--- config.mk ---
export PLATFORM = sky130hd
export DESIGN_NAME = ste_cycle_ctrl_flat
export DESIGN_NICKNAME = d
export VERILOG_FILES = /design/src/rtl/ste_cycle_ctrl_if.sv /design/src/rtl/ste_cycle_ctrl.sv /design/src/flat_wrapper.sv
export SDC_FILE = /design/constraint.sdc
export NUM_CORES = 1
export LEC_CHECK = 0
export BUFFER_PORTS_ARGS = -buffer_cell sky130_fd_sc_hd__clkbuf_2
export CAP_MARGIN = 20
export CORE_UTILIZATION = 48
export DETAILED_ROUTE_END_ITERATION = 8
export GPL_ROUTABILITY_DRIVEN = 0
export PLACE_DENSITY = 0.73
export SLEW_MARGIN = 20
export SYNTH_ARGS = -nofsm -noshare
export SYNTH_HDL_FRONTEND = slang
export SYNTH_SLANG_ARGS = --single-unit
--- constraint.sdc ---
create_clock -name clk -period 1.6 [get_ports clk]
set_input_delay 0.16 -clock clk [delete_from_list [all_inputs] [get_ports clk]]
set_output_delay 0.16 -clock clk [all_outputs]
set_load 0.005 [all_outputs]
--- src/rtl/ste_cycle_ctrl_if.sv ---
// STEbus slave-side command interface for ste_cycle_ctrl.
//   addr   : 5-bit STEbus address
//   cm0    : 0 = write, 1 = read
//   ce     : command strobe, active low, asynchronous to the controller clock
//   datack : acknowledge, active low, driven by the slave
// master modport is the bus side (drives the command), slave modport is the
// cycle controller.
interface ste_cycle_ctrl_if;
  logic [4:0] addr;
  logic       cm0;
  logic       ce;
  logic       datack;

  modport master (
    output addr,
    output cm0,
    output ce,
    input  datack
  );

  modport slave (
    input  addr,
    input  cm0,
    input  ce,
    output datack
  );
endinterface

--- src/rtl/ste_cycle_ctrl.sv ---
// STEbus slave cycle sequencer for the MIO board.
// Synchronises ce, decodes the captured address into a region and runs each
// cycle through SETUP (chip select only), STROBE (rd/wr or internal pulse),
// ACK (datack low until ce returns high) and a one-cycle RELEASE.
// Ports:
//   clk, reset          : clock, synchronous active-high reset
//   bus (slave)         : addr, cm0, ce in; datack out (active low)
//   cs_compactflash,
//   cs_printer, cs_rtc  : external chip selects, active low
//   rd, wr              : external strobes, active low
//   kbd_wr, snd_wr      : single-cycle write pulses to on-chip blocks
//   kbd_rd              : keyboard read in progress (data driver enable)
//   kbd_a0              : addr[0] captured at cycle start
// All outputs are registered.
module ste_cycle_ctrl #(
  parameter int unsigned SETUP_CYC = 1,
  parameter int unsigned WAIT_CF   = 3,
  parameter int unsigned WAIT_PRN  = 1,
  parameter int unsigned WAIT_RTC  = 2,
  parameter int unsigned WAIT_INT  = 0
) (
  input  logic              clk,
  input  logic              reset,
  ste_cycle_ctrl_if.slave   bus,
  output logic              cs_compactflash,
  output logic              cs_printer,
  output logic              cs_rtc,
  output logic              rd,
  output logic              wr,
  output logic              kbd_wr,
  output logic              snd_wr,
  output logic              kbd_rd,
  output logic              kbd_a0
);

  typedef enum logic [2:0] {
    ST_IDLE,
    ST_SETUP,
    ST_STROBE,
    ST_ACK,
    ST_RELEASE
  } state_t;

  typedef enum logic [2:0] {
    RG_KBD,
    RG_SND,
    RG_PRN,
    RG_CF,
    RG_RTC
  } region_t;

  localparam logic [3:0] SETUP_L = 4'(SETUP_CYC);
  localparam logic [3:0] WCF_L   = 4'(WAIT_CF);
  localparam logic [3:0] WPRN_L  = 4'(WAIT_PRN);
  localparam logic [3:0] WRTC_L  = 4'(WAIT_RTC);
  localparam logic [3:0] WINT_L  = 4'(WAIT_INT);

  function automatic region_t decode(input logic [4:0] a);
    region_t r;
    if (a[4])      r = RG_RTC;
    else if (a[3]) r = RG_CF;
    else if (a[2]) r = RG_PRN;
    else if (a[1]) r = RG_SND;
    else           r = RG_KBD;
    return r;
  endfunction

  function automatic logic [3:0] wait_of(input region_t r);
    logic [3:0] w;
    case (r)
      RG_CF:   w = WCF_L;
      RG_PRN:  w = WPRN_L;
      RG_RTC:  w = WRTC_L;
      default: w = WINT_L;
    endcase
    return w;
  endfunction

  function automatic logic is_external(input region_t r);
    return (r == RG_PRN) || (r == RG_CF) || (r == RG_RTC);
  endfunction

  logic       ce_meta;
  logic       ce_s;
  state_t     state;
  region_t    region;
  region_t    region_in;
  logic       cm0_l;
  logic [3:0] cnt;
  logic       datack_q;
  logic       do_release;

  assign bus.datack = datack_q;
  assign region_in  = decode(bus.addr);

  always_ff @(posedge clk) begin
    if (reset) begin
      ce_meta <= 1'b1;
      ce_s    <= 1'b1;
    end else begin
      ce_meta <= bus.ce;
      ce_s    <= ce_meta;
    end
  end

  // ce returning high ends the cycle from SETUP/STROBE (abort) or ACK alike.
  always_comb begin
    do_release = 1'b0;
    if (ce_s && (state == ST_SETUP || state == ST_STROBE || state == ST_ACK))
      do_release = 1'b1;
  end

  always_ff @(posedge clk) begin
    if (reset) begin
      state           <= ST_IDLE;
      region          <= RG_KBD;
      cm0_l           <= 1'b0;
      cnt             <= '0;
      datack_q        <= 1'b1;
      cs_compactflash <= 1'b1;
      cs_printer      <= 1'b1;
      cs_rtc          <= 1'b1;
      rd              <= 1'b1;
      wr              <= 1'b1;
      kbd_wr          <= 1'b0;
      snd_wr          <= 1'b0;
      kbd_rd          <= 1'b0;
      kbd_a0          <= 1'b0;
    end else begin
      kbd_wr <= 1'b0;
      snd_wr <= 1'b0;
      if (do_release) begin
        state           <= ST_RELEASE;
        datack_q        <= 1'b1;
        cs_compactflash <= 1'b1;
        cs_printer      <= 1'b1;
        cs_rtc          <= 1'b1;
        rd              <= 1'b1;
        wr              <= 1'b1;
        kbd_rd          <= 1'b0;
      end else begin
        case (state)
          ST_IDLE: begin
            if (!ce_s) begin
              state           <= ST_SETUP;
              region          <= region_in;
              cm0_l           <= bus.cm0;
              kbd_a0          <= bus.addr[0];
              cnt             <= SETUP_L;
              cs_compactflash <= (region_in != RG_CF);
              cs_printer      <= (region_in != RG_PRN);
              cs_rtc          <= (region_in != RG_RTC);
            end
          end
          ST_SETUP: begin
            // Exit when the count is 1 or 0: setup lasts SETUP_CYC cycles,
            // with a floor of one cycle when SETUP_CYC is 0.
            if (cnt < 4'd2) begin
              state <= ST_STROBE;
              cnt   <= wait_of(region);
              if (is_external(region)) begin
                rd <= !cm0_l;
                wr <= cm0_l;
              end else if (region == RG_KBD) begin
                if (cm0_l) kbd_rd <= 1'b1;
                else       kbd_wr <= 1'b1;
              end else if (!cm0_l) begin
                snd_wr <= 1'b1;
              end
            end else begin
              cnt <= cnt - 4'd1;
            end
          end
          ST_STROBE: begin
            if (cnt == 4'd0) begin
              state    <= ST_ACK;
              datack_q <= 1'b0;
              // Writes drop the strobe on ACK entry; cs holds the data one cycle.
              if (!cm0_l) wr <= 1'b1;
            end else begin
              cnt <= cnt - 4'd1;
            end
          end
          ST_ACK: begin
            state <= ST_ACK;
          end
          ST_RELEASE: begin
            state <= ST_IDLE;
          end
          default: begin
            state <= ST_IDLE;
          end
        endcase
      end
    end
  end

endmodule
--- src/flat_wrapper.sv ---
// flat-port wrapper written by rule: the top's interface ports become plain ports
module ste_cycle_ctrl_flat 
#(
  parameter int unsigned SETUP_CYC = 1,
  parameter int unsigned WAIT_CF   = 3,
  parameter int unsigned WAIT_PRN  = 1,
  parameter int unsigned WAIT_RTC  = 2,
  parameter int unsigned WAIT_INT  = 0
)
  (clk, reset, cs_compactflash, cs_printer, cs_rtc, rd, wr, kbd_wr, snd_wr, kbd_rd, kbd_a0, bus_addr, bus_cm0, bus_ce, bus_datack);
  ste_cycle_ctrl_if bus_i ();
  input  logic clk;
  input  logic reset;
  output logic cs_compactflash;
  output logic cs_printer;
  output logic cs_rtc;
  output logic rd;
  output logic wr;
  output logic kbd_wr;
  output logic snd_wr;
  output logic kbd_rd;
  output logic kbd_a0;
  input wire logic [$bits(bus_i.addr)-1:0] bus_addr;
  input wire logic [$bits(bus_i.cm0)-1:0] bus_cm0;
  input wire logic [$bits(bus_i.ce)-1:0] bus_ce;
  output wire logic [$bits(bus_i.datack)-1:0] bus_datack;
  assign bus_i.addr = bus_addr;
  assign bus_i.cm0 = bus_cm0;
  assign bus_i.ce = bus_ce;
  assign bus_datack = bus_i.datack;
  ste_cycle_ctrl #(.SETUP_CYC(SETUP_CYC), .WAIT_CF(WAIT_CF), .WAIT_PRN(WAIT_PRN), .WAIT_RTC(WAIT_RTC), .WAIT_INT(WAIT_INT)) u_core (.clk(clk), .reset(reset), .bus(bus_i), .cs_compactflash(cs_compactflash), .cs_printer(cs_printer), .cs_rtc(cs_rtc), .rd(rd), .wr(wr), .kbd_wr(kbd_wr), .snd_wr(snd_wr), .kbd_rd(kbd_rd), .kbd_a0(kbd_a0));
endmodule
# == Word-level counts from Yosys, hierarchy flattened ==
# Index checks and enable logic that the tools add are counted.
# totals
output_inout_bits,10
inputBits,9
reg_bits,23
# classes
muxes,21
reduce_logical,23
bitwise,6
order_cmp,1
addsub,1
eq_ne,18
# op_table
op,count
$mux W3,7
$eq A3 B2 Y1 const B,4
$mux W4,3
$ne A2 B2 Y1 const B,6
$ne A3 B2 Y1 const B,4
$pmux W3 S4,1
$pmux W4 S3,1
$reduce_and A3 Y1,4
$reduce_or A6 Y1,2
$reduce_and A5 Y1,2
$mux W1,7
$logic_not A3 Y1,2
$ne A3 B3 Y1 const B,2
$not A1 Y1,6
$pmux W2 S3,1
$logic_not A4 Y1,1
$logic_or A1 B1 Y1,4
$lt A4 B2 Y1 const B,1
$reduce_and A2 Y1,2
$reduce_and A4 Y1,1
$sub A4 B1 Y4 const B,1
$eq A3 B1 Y1 const B,1
$eq A3 B3 Y1 const B,1
$reduce_bool A3 Y1,1
5 further kinds,5

# == Depth between registers and ports, before layout ==
# depth
depth_word,7
depth_mapped,6

# == Worst setup path before layout ==
# No wires, ideal clock.
# synth_timing
path_kind,flip-flop to flip-flop
from,register u_core.state[0]
to,register u_core.cs_printer
path_stages_with_launch,7
arrival_time_ns,1.576
t_required_ns,1.484
period_less_slack_ns,1.693
path_slack_ns,-0.093
path_cell_list,dfxtp_1 > buf_6 > or4_1 > buf_2 > or4_1 > o21ai_1 > nand2_1
# synth_between
elab_chain_len,6
elab_cells_between_ends,10
# synth_rtl
item,line_no,text
from (decl),ste_cycle_ctrl.sv:85,state_t state;
from (signal assigned),ste_cycle_ctrl.sv:115,state <= ST_IDLE;
from (signal assigned),ste_cycle_ctrl.sv:133,state <= ST_RELEASE;
from (signal assigned),ste_cycle_ctrl.sv:145,state <= ST_SETUP;
$eq A3 B1 Y1 or $eq A3 B2 Y1 (tied branches),ste_cycle_ctrl.sv:109,if (ce_s && (state == ST_SETUP || state == ST_STROBE || state == ST_ACK))
$logic_or A1 B1 Y1 (2 in a row),ste_cycle_ctrl.sv:109,
$logic_and A1 B1 Y1,ste_cycle_ctrl.sv:109,
$mux W1,ste_cycle_ctrl.sv:109,
$reduce_or A2 Y1 (no source line),n/a,
to (signal assigned),ste_cycle_ctrl.sv:151,cs_printer <= (region_in != RG_PRN);
to (decl),ste_cycle_ctrl.sv:26,"output logic cs_printer,"
# Parallel ways exist; a longest one is shown, timed or not.
# A chain may end at the register's enable or synchronous reset.

# == Worst setup path in the final report ==
# layout_timing
from,register u_core.state[1]
to,register u_core.cnt[0]
# layout_between
elab_chain_len,7
elab_cells_between_ends,14
# layout_rtl
item,line_no,text
$eq A3 B1 Y1 or $eq A3 B2 Y1 (tied branches),"ste_cycle_ctrl.sv:109, ste_cycle_ctrl.sv:142",
$logic_or A1 B1 Y1 (2 in a row),ste_cycle_ctrl.sv:109,
$logic_and A1 B1 Y1,ste_cycle_ctrl.sv:109,
$mux W1,ste_cycle_ctrl.sv:109,
$not A1 Y1 (no source line),n/a,
$reduce_and A4 Y1 (no source line),n/a,
to (signal assigned),ste_cycle_ctrl.sv:160,cnt <= wait_of(region);
to (signal assigned),ste_cycle_ctrl.sv:171,cnt <= cnt - 4'd1;
to (signal assigned),ste_cycle_ctrl.sv:181,cnt <= cnt - 4'd1;
to (decl),ste_cycle_ctrl.sv:89,logic [3:0] cnt;
# Parallel ways exist; a longest one is shown, timed or not.

==> results_dict.tcl <==
set metrics [dict create \
    drt-wirelength-per-cell_um 14.4 \
    grt.overflow.total 0 \
    clk_latency_ns 0.33 \
    power.total_w 0.00139 \
    final-setup-viol-count 0 \
    ant_diodes 0 \
    reg_top3 "u_core.cnt x4, u_core.region x3, u_core.state x3" \
    detail_route.drc_violations 0 \
    worst_pin_slew_ns 0.411 \
    fin_nets 175 \
    synth_enable_flop_cells 0 \
    cts_buffers 3 \
    synth_top_area_share_pct 42.6 \
    core_area_um2 2040 \
    number_of_flip_flops_and_latches_in_the_synthesized_netlist 23 \
    min-delay-path-class "input pin to register" \
    grt_setup_unrepaired "true" \
    clk_path_buf_depth 2 \
    synthMostInstantiatedCell "dfxtp_1" \
    place_hpwl_mm 2.01 \
    min_from "bus_cm0" \
    max_freq_mhz 640 \
    path_class "register to register" \
    ios 19 \
    worst_ep_arrival_time_ns 1.79 \
    start_util_pct 52.9 \
    timing.clock.skew_ns 0.00485 \
    detail-route-antenna-nets 0 \
    cts.sinks 23 \
    p_per_area_nw_per_um2 1010 \
    syn-mean-instance-area_um2 8.25 \
    timing.max_slew.rel_slack_pct 72.3 \
    die_area_um2 2450 \
    finalNonFillerCells 191 \
    clk_pin_slew_worst_paths_ns 0.14 \
    ys_top_cells_by_area "dfxtp_1 43%, a21oi_1 5.1%, nand2_1 4.9%" \
    post_cts_setup_driven_buffer_insertion_count 0 \
    postSynthCellCount 131 \
    synth_sequential_area_ratio_pct 42.6 \
    final_period_minus_worst_setup_slack_ns 1.56 \
    run_status "finished, final reports clean" \
    core_util_final_pct 67.5 \
    critical_path.startpoint_type "register" \
    layout-drive-gt1-share_pct 33.5 \
    final.setup.tns_ns 0 \
    area_growth_pct 27.4 \
    clockRootBuffer "clkbuf_4" \
    worst_setup_path_end_kind "register" \
    setup_ws_ns 0.0385 \
    crit_required_ns 1.83 \
    synth_async_sr_flop_share_pct 0 \
    synth_common_cells "23 x dfxtp_1, 14 x nand2_1, 13 x nor2_1, 11 x a21oi_1, 8 x nor3_1" \
    yosysWarningCount 0 \
    top_register "u_core.cnt" \
    maxCapViolations 0 \
    die_x_um 49.5 \
    die-height_um 49.5 \
    h-tree-depth 1 \
    netlist_area_um2 1080 \
    grt_pass1_vias 1011 \
    slew_violations 0 \
    place.port_buffers 18 \
    grt_start_max_net_pins 15 \
    reg2reg_from "u_core.state[1]" \
    largest_reg_flops 4 \
    vdd_ir_drop_max_mv 0.853 \
    route.vias.total 1124 \
    cell_count_after_placement 186 \
    std_cell_rows 16 \
    drt-initial-drc-count 34 \
    synth.lib_cells_used.distinct 41 \
    drt-pass1-iter-count 4 \
    fillers 184 \
    crit_fanout 9 \
    pre_cts_ws_ns 0.00772 \
    total_nets_after_synthesis 141 \
    post-route-period-util_pct 97.6 \
    post_detailed_route_via_to_cell_ratio 5.88 \
    setup.worst_path.start "u_core.state[1]" \
    finalWirelength_mm 2.75 \
    grt_first_pass_wirelength_mm 4.54 \
    power.leakage_nw 0.539 \
    tritoncts "yes" \
    grt_util_all_layers_pct 24.5 \
    yosys.area.top_type "dfxtp_1" \
    synthFlopType "dfxtp_1" \
    regToRegSetupSlack_ns 0.04 \
    timing.final.hold_violations 0 \
    antenna_found_initial 0 \
]
[report_power, final]
part | internal [W] | total [W] | switching (W)
clock | 0.0000959 | 0.000294 | 0.000198
sequential | 0.000619 | 0.000652 | 0.0000326
combinational | 0.000197 | 0.000444 | 0.000247
[per-layer routing]
metal  track usage [%]  vias to the layer above  wire length [um]
li1                  -                      550                 -
met1              32.2                      534              1270
met2              40.6                       33              1320
met3              3.70                        7               114
met4              8.57                        0                44
met5                 0                        -                 0
[final timing paths]
check / endpoint / depth (start not counted)
min: u_core.cm0_l / 3
max reg2reg: u_core.cnt[0] / 5
max: u_core.cnt[0] / 5
min reg2reg: u_core.ce_s / 1
[layout by cell type (no fill, tap or decap), types with 2 or more instances in the layout]
cell,n
clkbuf_4,3
nand3_1,2
buf_4,15
a211o_1,2
o21ai_0,5
dfxtp_2,2
nor2_1,13
nor3b_1,2
inv_1,2
dfxtp_1,20
or2_2,3
nand2_1,14
o21ai_1,2
nand4_1,2
inv_2,2
mux2i_1,3
clkbuf_2,18
a21oi_1,10
nor2b_1,3
nand2b_1,2
nor3_1,7
a31oi_1,2
or3_1,2
nor4_1,2
[critical path, stage by stage, from the launching register on]
cell	delay, ns
dfxtp_1	0.36
buf_4	0.18
a211o_1	0.36
a31oi_2	0.22
nor2_1	0.07
a311oi_1	0.28
[kinds of logic (layout without fill, tap and decap cells)]
logic type	after synthesis	after routing	share of synthesized area, %
AND/OR/NAND/NOR	59	59	27.9
AO/OA/AOI/OAI	36	36	21.5
flip-flops	23	23	42.6
buffers and inverters	9	42	4.05
multiplexers	3	3	2.78
adder cells (fa/ha/maj)	1	1	1.16
[through the flow]
step | area [um2] | hold slack (ns)
after floorplan | 1090 | 0.264
after global placement | 1290 | 0.345
after detailed placement | 1290 | 0.346
after CTS | 1340 | 0.0286
after global routing | 1380 | 0.0567
final | 1380 | 0.0310
[final cells by class]
cell class                      instances  area [um2]  area share [%]
Multi-Input combinational cell         99         619            45.0
Sequential cell                        23         467            33.9
Timing Repair Buffer                   34         213            15.4
Tap cell                               27        33.8            2.45
Clock buffer                            3        22.5            1.63
Inverter                                4        15.0            1.09
Clock inverter                          1        7.51           0.545
[repair_timing]
item,in CTS,in global routing
endpoints found under the hold margin,1,0
hold buffers,1,0
gates resized for setup,2,12
endpoints found under the setup margin,2,8
pin swaps,0,1
(Power assumes the default switching activity.)
